**src/rtl/debug_sequencer.sv**
```systemverilog
// Byte-command sequencer between the UART and the accumulator CPU: loads program memory, runs or single-steps the CPU, then reports PC/ACC/cycle count.
// CPU enable/reset and tx strobes are registered; program writes are issued in the LD_LO byte cycle; transmit is paced by i_tx_done and commands are not accepted while busy.
module debug_sequencer #(
  parameter int         BITS     = 16,
  parameter int         DTBITS   = 11,
  parameter logic [7:0] CMD_LOAD = 8'h4C,
  parameter logic [7:0] CMD_RUN  = 8'h52,
  parameter logic [7:0] CMD_STEP = 8'h53
) (
  input  logic              i_clk,
  input  logic              i_rst,
  input  logic [7:0]        i_rx_data,
  input  logic              i_rx_valid,
  output logic [7:0]        o_tx_data,
  output logic              o_tx_start,
  input  logic              i_tx_done,
  output logic              o_prog_we,
  output logic [DTBITS-1:0] o_prog_addr,
  output logic [BITS-1:0]   o_prog_data,
  output logic              o_cpu_en,
  output logic              o_cpu_rst,
  input  logic              i_halt,
  input  logic [DTBITS-1:0] i_pc,
  input  logic [BITS-1:0]   i_acc,
  output logic              o_busy
);

  localparam int SNAPW = 3 * BITS;

  typedef enum logic [2:0] {
    IDLE, LD_LEN, LD_HI, LD_LO, RUN, STEP, REPORT, TX_WAIT
  } state_t;

  state_t            state, nxt_state;
  logic [DTBITS-1:0] ptr, nxt_ptr;
  logic [7:0]        words_left, nxt_words_left;
  logic [7:0]        hi_byte, nxt_hi_byte;
  logic [BITS-1:0]   cyc, nxt_cyc;
  logic              step_done, nxt_step_done;
  logic [2:0]        byte_idx, nxt_byte_idx;
  logic [SNAPW-1:0]  snap, nxt_snap, live;
  logic              cpu_en, nxt_cpu_en;
  logic              cpu_rst, nxt_cpu_rst;
  logic              tx_start, nxt_tx_start;
  logic [7:0]        tx_data, nxt_tx_data;
  logic              prog_we;

  assign live = {{(BITS-DTBITS){1'b0}}, i_pc, i_acc, cyc};

  always_ff @(posedge i_clk) begin
    if (!i_rst) begin
      state      <= IDLE;
      ptr        <= '0;
      words_left <= '0;
      hi_byte    <= '0;
      cyc        <= '0;
      step_done  <= 1'b0;
      byte_idx   <= '0;
      snap       <= '0;
      cpu_en     <= 1'b0;
      cpu_rst    <= 1'b0;
      tx_start   <= 1'b0;
      tx_data    <= '0;
    end else begin
      state      <= nxt_state;
      ptr        <= nxt_ptr;
      words_left <= nxt_words_left;
      hi_byte    <= nxt_hi_byte;
      cyc        <= nxt_cyc;
      step_done  <= nxt_step_done;
      byte_idx   <= nxt_byte_idx;
      snap       <= nxt_snap;
      cpu_en     <= nxt_cpu_en;
      cpu_rst    <= nxt_cpu_rst;
      tx_start   <= nxt_tx_start;
      tx_data    <= nxt_tx_data;
    end
  end

  always_comb begin
    nxt_state      = state;
    nxt_ptr        = ptr;
    nxt_words_left = words_left;
    nxt_hi_byte    = hi_byte;
    nxt_step_done  = step_done;
    nxt_byte_idx   = byte_idx;
    nxt_snap       = snap;
    nxt_cpu_en     = 1'b0;
    nxt_cpu_rst    = 1'b0;
    nxt_tx_start   = 1'b0;
    nxt_tx_data    = tx_data;
    prog_we        = 1'b0;
    // The count reflects enables already issued, so it is final by the first REPORT cycle.
    nxt_cyc        = (cpu_en && (cyc != '1)) ? cyc + BITS'(1) : cyc;

    case (state)
      IDLE: begin
        if (i_rx_valid) begin
          if (i_rx_data == CMD_LOAD) begin
            nxt_state = LD_LEN;
          end else if (i_rx_data == CMD_RUN) begin
            nxt_state = RUN;
          end else if (i_rx_data == CMD_STEP) begin
            nxt_state     = STEP;
            nxt_step_done = 1'b0;
          end
        end
      end
      LD_LEN: begin
        if (i_rx_valid) begin
          if (i_rx_data == 8'd0) begin
            nxt_state = IDLE;
          end else begin
            nxt_words_left = i_rx_data;
            nxt_ptr        = '0;
            nxt_state      = LD_HI;
          end
        end
      end
      LD_HI: begin
        if (i_rx_valid) begin
          nxt_hi_byte = i_rx_data;
          nxt_state   = LD_LO;
        end
      end
      LD_LO: begin
        if (i_rx_valid) begin
          prog_we = 1'b1;
          nxt_ptr = ptr + DTBITS'(1);
          if (words_left == 8'd1) begin
            nxt_cpu_rst = 1'b1;
            nxt_cyc     = '0;
            nxt_state   = IDLE;
          end else begin
            nxt_words_left = words_left - 8'd1;
            nxt_state      = LD_HI;
          end
        end
      end
      RUN: begin
        if (i_halt || i_rx_valid) begin
          nxt_byte_idx = '0;
          nxt_state    = REPORT;
        end else begin
          nxt_cpu_en = 1'b1;
        end
      end
      STEP: begin
        // First cycle issues the single enable; second lets it land in the count.
        if (!step_done) begin
          nxt_cpu_en    = !i_halt;
          nxt_step_done = 1'b1;
        end else begin
          nxt_step_done = 1'b0;
          nxt_byte_idx  = '0;
          nxt_state     = REPORT;
        end
      end
      REPORT: begin
        if (byte_idx == 3'd0) begin
          nxt_tx_data = live[SNAPW-1 -: 8];
          nxt_snap    = live << 8;
        end else begin
          nxt_tx_data = snap[SNAPW-1 -: 8];
          nxt_snap    = snap << 8;
        end
        nxt_tx_start = 1'b1;
        nxt_state    = TX_WAIT;
      end
      TX_WAIT: begin
        if (i_tx_done && !tx_start) begin
          if (byte_idx == 3'd5) begin
            nxt_state = IDLE;
          end else begin
            nxt_byte_idx = byte_idx + 3'd1;
            nxt_state    = REPORT;
          end
        end
      end
      default: nxt_state = IDLE;
    endcase
  end

  assign o_prog_we   = prog_we;
  assign o_prog_addr = prog_we ? ptr : '0;
  assign o_prog_data = prog_we ? BITS'({hi_byte, i_rx_data}) : '0;
  assign o_cpu_en    = cpu_en;
  assign o_cpu_rst   = cpu_rst;
  assign o_tx_start  = tx_start;
  assign o_tx_data   = tx_data;
  assign o_busy      = (state != IDLE);

endmodule
```
**config.mk**
```make
export PLATFORM = sky130hd
export DESIGN_NAME = debug_sequencer
export DESIGN_NICKNAME = d
export VERILOG_FILES = /design/src/rtl/debug_sequencer.sv
export SDC_FILE = /design/constraint.sdc
export NUM_CORES = 1
export LEC_CHECK = 0
export BUFFER_PORTS_ARGS = -buffer_cell sky130_fd_sc_hd__buf_2
export CELL_PAD_IN_SITES_DETAIL_PLACEMENT = 1
export CELL_PAD_IN_SITES_GLOBAL_PLACEMENT = 2
export CORE_AREA = 2 2 133 135
export CTS_CLUSTER_DIAMETER = 60
export DETAILED_ROUTE_END_ITERATION = 10
export DIE_AREA = 0 0 135 137
export GPL_TIMING_DRIVEN = 0
export MAX_ROUTING_LAYER = met4
export PLACE_DENSITY = 0.68
export SYNTH_ARGS = -nofsm -noshare
export SYNTH_HDL_FRONTEND = slang
export SYNTH_SLANG_ARGS = --single-unit
export TNS_END_PERCENT = 10
```
**constraint.sdc**
```tcl
create_clock -name i_clk -period 2.4 [get_ports i_clk]
set_clock_uncertainty 0.2 [all_clocks]
set_input_delay 0.12 -clock i_clk [delete_from_list [all_inputs] [get_ports i_clk]]
set_output_delay 0.12 -clock i_clk [all_outputs]
set_load 0.02 [all_outputs]
```
==> flow_summary.yaml, run 1 <==
layout:
  drive_gt1_share_pct: 16.8
  multiInputGateArea_mm2: 0.00278
  syn_to_final_growth_pct: 26.3
  layout.nets: 798
  fillCellCount: 2088
  post_layout_nonfiller_instances: 981
  diodes: 0
  regArea_mm2: 0.00202
sta:
  rsz0062_at_grt: "yes"
  hold_violations: 0
  setup_viol: 0
  hold-worst-slack_ns: 0.0431
  timing.fmax_mhz: 425
  finalMaxSlewViolations: 0
  post-route-period-util_pct: 98.1
  worst_pin_slew_ns: 0.779
  layout_min_cycle_time_ns: 2.35
  worst_slew_margin_rel_pct: 48.1
detailed_routing:
  vias: 5110
  drc: 0
  viasPerCell: 5.21
  wl_um: 17100
  avgRoutedWirePerCell_um: 17.4
  first_iter_violations: 206
  dr.pass1.iters: 4
  final_antenna_net_count: 0
die:
  row_count: 48
  die-area_mm2: 0.0185
  die_height_um: 137
  dieWidth_um: 135
  coreArea_mm2: 0.0171
  pin_count: 80
  start_util_pct: 29.6
critical_path:
  critPathKind: "flip-flop to primary output"
  reg2reg_setup_slack_ns: 0.14
  crit_fanout: 10
  critPathArrivalTime_ns: 2.03
  worst-r2r-cell-count: 7
  crit_path_start_kind: "flip-flop"
  end_kind: "primary output"
  r2r-end: "snap[46]"
  worstPathRequired_ns: 2.08
  rr_startpoint: "byte_idx[0]"
placement:
  hpwl_um: 12500
  dp.cells: 929
  io_buffers: 79
  gp_congestion: 0.836
logic_synthesis:
  ys_ff_latch: 101
  synthCells: 625
  syn-cell-area_mm2: 0.00505
  synth_nets: 672
  synth.yosys.seq_area_share_pct: 40.0
  synthDistinctLibCells: 62
  synth-warning-count: 0
  ys.flop_type: "dfxtp_1"
  ys_async_sr_fraction_pct: 0
  avgSynthCellArea_um2: 8.08
  synth_edf_count: 0
hold_path:
  whs_path_depth: 3
  hold_start: "i_rx_valid"
  hold_path_end: "o_cpu_en"
  hold_class: "input port to flip-flop"
clock_tree:
  clk_latency_ns: 0.35
  cts_max_level: 3
  clk_pin_slew_ns: 0.07
  cts_tree: "done"
  cts_buffers: 9
  cts_buffer_depth: 2
  cts_root_buf: "clkbuf_16"
  post-cts-setup-buffers: 0
  cts_sinks: 101
grt:
  busiest_layer: "met2"
  grt_pass1_wl_um: 27600
  grt_use_met2_pct: 32.6
  antenna_found_initial: 0
  grt_pass1_vias: 5274
  overflow: 0
  met1_usage_pct: 23.9
  use_met3_pct: 3.22
  grt_use_total_pct: 19.4
  grt_max_degree: 19
power_and_ir_drop:
  power_density_mw_per_mm2: 527
  leakagePower_nw: 2.35
  ir_worst_vdd_mv: 0.313
run_status:
  status: "complete, no violations"
job:
  drv_cap: 0
-- through the flow --
stage          cell area (µm²)  TNS (ns)  setup slack (ns)  power (mW)  util, %
6_report                  6380         0            0.0462        3.36     37.4
5_1_grt                   6380     -1.86            -0.114        3.51     37.4
4_1_cts                   6380         0          0.000159        3.42     37.4
3_5_place_dp              5730         0            0.0167        1.90     33.6
2_1_floorplan             5050         0             0.449        1.82        -
3_3_place_gp              5730         0           0.00881        1.90     33.6
-- routing by layer --
metal  up-vias  share of wire [%]
met5         -                  0
met4         0                1.6
met3        17                2.2
met2        57                 50
met1      2501                 46
li1       2535                  -
-- what timing repair did --
action,4_1_cts,5_1_grt
hold buffers,36,0
endpoints found under the setup margin,0,43
resized for setup,0,1
endpoints found under the hold margin,43,0
-- synth_stat cells, types with 9 or more instances --
master    count  share of area [%]
nor3_1       11                1.1
nand2_1      96                7.1
nand4_1      11                1.4
a21oi_1      45                4.5
or4_1         9                1.3
o21ai_0      11                1.1
dfxtp_1     101                 40
and2_1       29                3.6
a311oi_1     37                6.4
nor2_1       60                4.5
inv_1         9               0.67
mux2i_1      12                2.4
clkbuf_1     28                2.1
o31ai_1      15                2.2
buf_2        18                1.8
or3_1         9                1.1
nand3_1      25                2.5
-- critical path: stages (launching register included) --
cell,delay [ns]
dfxtp_1,0.30
buf_2,0.17
nand4b_1,0.25
inv_2,0.17
clkbuf_1,0.41
and2_1,0.21
buf_2,0.16
-- cell usage in the layout (no fill, tap or decap), drive strengths merged, types with 3 or more instances in the layout --
cell	instances
dfxtp	101
buf	101
nand2	96
nor2	60
a21oi	46
clkbuf	38
a311oi	37
dlygate4sd3	36
and2	29
nand3	25
o31ai	16
o21ai	16
inv	15
nor3	13
mux2i	12
nand4	11
or4	10
or3	9
o311ai	8
ha	7
a31oi	6
nand2b	5
and3	5
nand4b	4
nor2b	4
nor3b	4
o41ai	3
nand3b	3
o2111ai	3
o211ai	3
nor4	3
-- sequential cells by signal, summed over array words and instances (netlist names), 3 cells and up --
signal,count
byte_idx,3
hi_byte,8
ptr,11
snap,40
o_tx_data,8
state,3
words_left,8
cyc,16
-- final cells by class --
| type | instances | area share [%] |
|---|---|---|
| Buffer | 50 | 3.35 |
| Clock buffer | 10 | 3.74 |
| Clock inverter | 6 | 0.784 |
| Inverter | 12 | 0.706 |
| Multi-Input combinational cell | 462 | 43.5 |
| Sequential cell | 101 | 31.7 |
| Tap cell | 225 | 4.41 |
| Timing Repair Buffer | 115 | 11.8 |
-- power by group --
part           switching [mW]  internal [mW]
clock                   0.704          0.750
combinational           0.127         0.0996
sequential            0.00404           1.68
total                   0.835           2.53
-- how the worst max path moves through the flow --
stage | from | to | slack (ns) | depth (start not counted)
after global routing | state[2] | o_prog_data[15] | -0.11 | 6
after global placement | words_left[1] | cyc[12] | 0.009 | 7
final | state[2] | o_prog_data[15] | 0.05 | 6
after CTS | words_left[1] | cyc[11] | 0.0002 | 7
after floorplan | o_cpu_en | cyc[15] | 0.45 | 6
after detailed placement | words_left[1] | cyc[11] | 0.02 | 7
-- cell families (layout without fill, tap and decap cells) --
kind of cell | count (synthesis) | in the layout | share of synthesized area [%]
and+or+nand+nor | 288 | 288 | 28.7
AOI/OAI and AO/OA | 154 | 154 | 21.8
DFF | 101 | 101 | 40.0
buffers and inverters | 62 | 193 | 5.13
muxes | 12 | 12 | 2.38
adders and majority gates | 7 | 7 | 1.73
xor gates and xnor gates | 1 | 1 | 0.173
Power figures use the tool's default switching activity.
==> run 2: changes to the inputs <==
--- a/config.mk
+++ b/config.mk
@@ -5,16 +5,17 @@
 export SDC_FILE = /design/constraint.sdc
 export NUM_CORES = 1
 export LEC_CHECK = 0
+export ABC_AREA = 1
 export BUFFER_PORTS_ARGS = -buffer_cell sky130_fd_sc_hd__buf_2
 export CELL_PAD_IN_SITES_DETAIL_PLACEMENT = 1
 export CELL_PAD_IN_SITES_GLOBAL_PLACEMENT = 2
-export CORE_AREA = 2 2 133 135
+export CORE_AREA = 2 2 137 139
 export CTS_CLUSTER_DIAMETER = 60
 export DETAILED_ROUTE_END_ITERATION = 10
-export DIE_AREA = 0 0 135 137
+export DIE_AREA = 0 0 139 141
 export GPL_TIMING_DRIVEN = 0
 export MAX_ROUTING_LAYER = met4
-export PLACE_DENSITY = 0.68
+export PLACE_DENSITY = 0.72
 export SYNTH_ARGS = -nofsm -noshare
 export SYNTH_HDL_FRONTEND = slang
 export SYNTH_SLANG_ARGS = --single-unit
==> run 2 against run 1 <==
Net effect:
- combinational power rose to 6.3 times the previous value
- critical path depth increased by 3
- utilization down 0.54 points
- flip-flop and latch count unchanged
- routed wire length is 7.5% higher
- largest power group unchanged
==> flow_summary.yaml, run 2 <==
critical_path:
  critPathKind: "flip-flop to primary output"
  worstPathRequired_ns: 2.08
  critPathArrivalTime_ns: 1.89
  end_kind: "primary output"
  crit_fanout: 10
  crit_path_start_kind: "flip-flop"
grt:
  grt_pass1_vias: 5863
  antenna_found_initial: 0
  grt_pass1_wl_um: 30100
  overflow: 0
  grt_max_degree: 16
  grt_use_total_pct: 19.5
clock_tree:
  cts_buffers: 9
  cts_max_level: 3
  clk_latency_ns: 0.35
  cts_buffer_depth: 2
  cts_sinks: 101
  cts_root_buf: "clkbuf_16"
  clk_pin_slew_ns: 0.07
  cts_tree: "done"
layout:
  reg.largest.list: "snap: 40 flops, cyc: 16 flops, ptr: 11 flops"
  largest_register: "snap"
  final_cell_mix: "nand2_1 (203), inv_1 (109), nor2_1 (101), dfxtp_1 (99), buf_2 (92)"
  diodes: 0
  final_area_mm2: 0.00674
  drive_gt1_share_pct: 14.3
  final_core_util_pct: 36.9
  post_layout_nonfiller_instances: 1175
  layout_commonest_cell: "nand2_1"
  syn_to_final_growth_pct: 26.5
  largest_reg_flops: 40
  layout.nets: 984
detailed_routing:
  avgRoutedWirePerCell_um: 15.6
  viasPerCell: 4.77
  final_antenna_net_count: 0
  first_iter_violations: 337
  wl_um: 18300
  drc: 0
  dr.pass1.iters: 4
  vias: 5610
power_and_ir_drop:
  switching_power_mw: 1.80
  finalPower_mw: 5.04
  pwr-share-comb_pct: 28.6
  power.share.switching_pct: 35.7
  power_frac_clock_pct: 33.5
  power.internal_mw: 3.24
  leakagePower_nw: 2.93
  power_density_mw_per_mm2: 747
  ir_worst_vdd_mv: 0.402
  sequentialPowerShare_pct: 37.8
sta:
  finalMaxSlewViolations: 0
  rsz0062_at_grt: "no"
  hold_violations: 0
  setup_viol: 0
  tns_ns: 0
  worst_slew_margin_rel_pct: 59.5
  post-route-period-util_pct: 92.3
  worst_pin_slew_ns: 0.608
  hold-worst-slack_ns: 0.141
  fin_ws_ns: 0.186
  timing.fmax_mhz: 452
  layout_min_cycle_time_ns: 2.21
die:
  start_util_pct: 29.2
  row_count: 50
  coreArea_mm2: 0.0183
  die_height_um: 141
  dieWidth_um: 139
  die-area_mm2: 0.0196
  pin_count: 80
logic_synthesis:
  synth_nets: 855
  synth.yosys.seq_area_share_pct: 38.0
  synth_edf_count: 0
  synth-warning-count: 0
  ys_top_cells_by_count: "nand2_1 (203), inv_1 (109), dfxtp_1 (101), nor2_1 (101), nand3_1 (69)"
  ys_ff_latch: 101
  ys.flop_type: "dfxtp_1"
  ys_async_sr_fraction_pct: 0
  synth.area.top_cells: "dfxtp_1 (38%), nand2_1 (14%), inv_1 (7.7%), nor2_1 (7.1%), nand3_1 (6.5%)"
  yosysMostFrequentCell: "nand2_1"
  avgSynthCellArea_um2: 6.59
  syn-cell-area_mm2: 0.00533
  synthCells: 808
  yosys.area.top_type: "dfxtp_1"
  synthDistinctLibCells: 30
  synth_top_area_share_pct: 38.0
run_status:
  status: "complete, no violations"
placement:
  dp.cells: 1121
  placed_area_mm2: 0.00602
  io_buffers: 79
  dp_slack_ns: 0.244
  gp_congestion: 0.849
  hpwl_um: 13700
job:
  drv_cap: 0
hold_path:
  hold_class: "input port to flip-flop"
run 2: path summary, 6_finish.rpt:
| path | depth (start not counted) | endpoint | slack (ns) | start |
|---|---|---|---|---|
| setup / recovery | 9 | o_prog_data[9] | 0.19 | state[1] |
| hold / removal | 7 | byte_idx[2] | 0.14 | i_tx_done |
| setup reg to reg | 10 | snap[39] | 0.25 | byte_idx[0] |
| hold reg to reg | 2 | o_tx_data[4] | 0.29 | snap[44] |
run 2: worst max-delay path, stage by stage (launching register included):
cell and delay (ns):
dfxtp_2 0.39, nand2_2 0.10, nor2_4 0.13, inv_2 0.07, nor2_4 0.15, inv_2 0.05, buf_4 0.18, buf_2 0.19
nor2_1 0.10, buf_2 0.17
run 2: cell type report:
class | instances | area (µm²)
tap | 234 | 293
fill | 2354 | 11500
buffer | 36 | 174
timing repair buffer | 118 | 783
clock inverter | 4 | 97.6
clock buffer | 11 | 233
multi-input combinational | 554 | 2690
sequential | 101 | 2030
inverter | 117 | 439
run 2: layer usage:
metal	global-route usage [%]	vias to the layer above	wire length [µm]
li1	-	2837	-
met1	24.2	2661	8560
met2	32.6	92	8920
met3	2.99	20	551
met4	6.06	0	316
met5	-	-	0
run 2: what timing repair did:
action                                 4_1_cts  5_1_grt
setup buffers                                1        0
gates resized for setup                      1        2
endpoints found under the hold margin       43        0
setup endpoints to repair                   16       10
gates cloned                                 0        0
pin swaps                                    1        0
hold buffers                                38        0
run 2: power by group through the flow:
stage               logic (mW)  registers [mW]  clock network (mW)
CTS                       1.45            1.90                1.75
finish                    1.44            1.91                1.69
global route              1.63            1.92                1.83
detailed placement        1.40            1.94                   0
global placement          1.35            1.93                   0
floorplan                0.945            1.91                   0
run 2: cell families (layout without fill, tap and decap cells):
logic type / after synthesis / after routing / synth area share (%)
AOI/OAI and AO/OA: 135 / 135 / 15.2
DFF: 101 / 101 / 38.0
buffers and inverters: 153 / 286 / 11.5
adders and majority gates: 7 / 7 / 1.64
and+or+nand+nor: 398 / 398 / 31.4
xor gates and xnor gates: 14 / 14 / 2.30
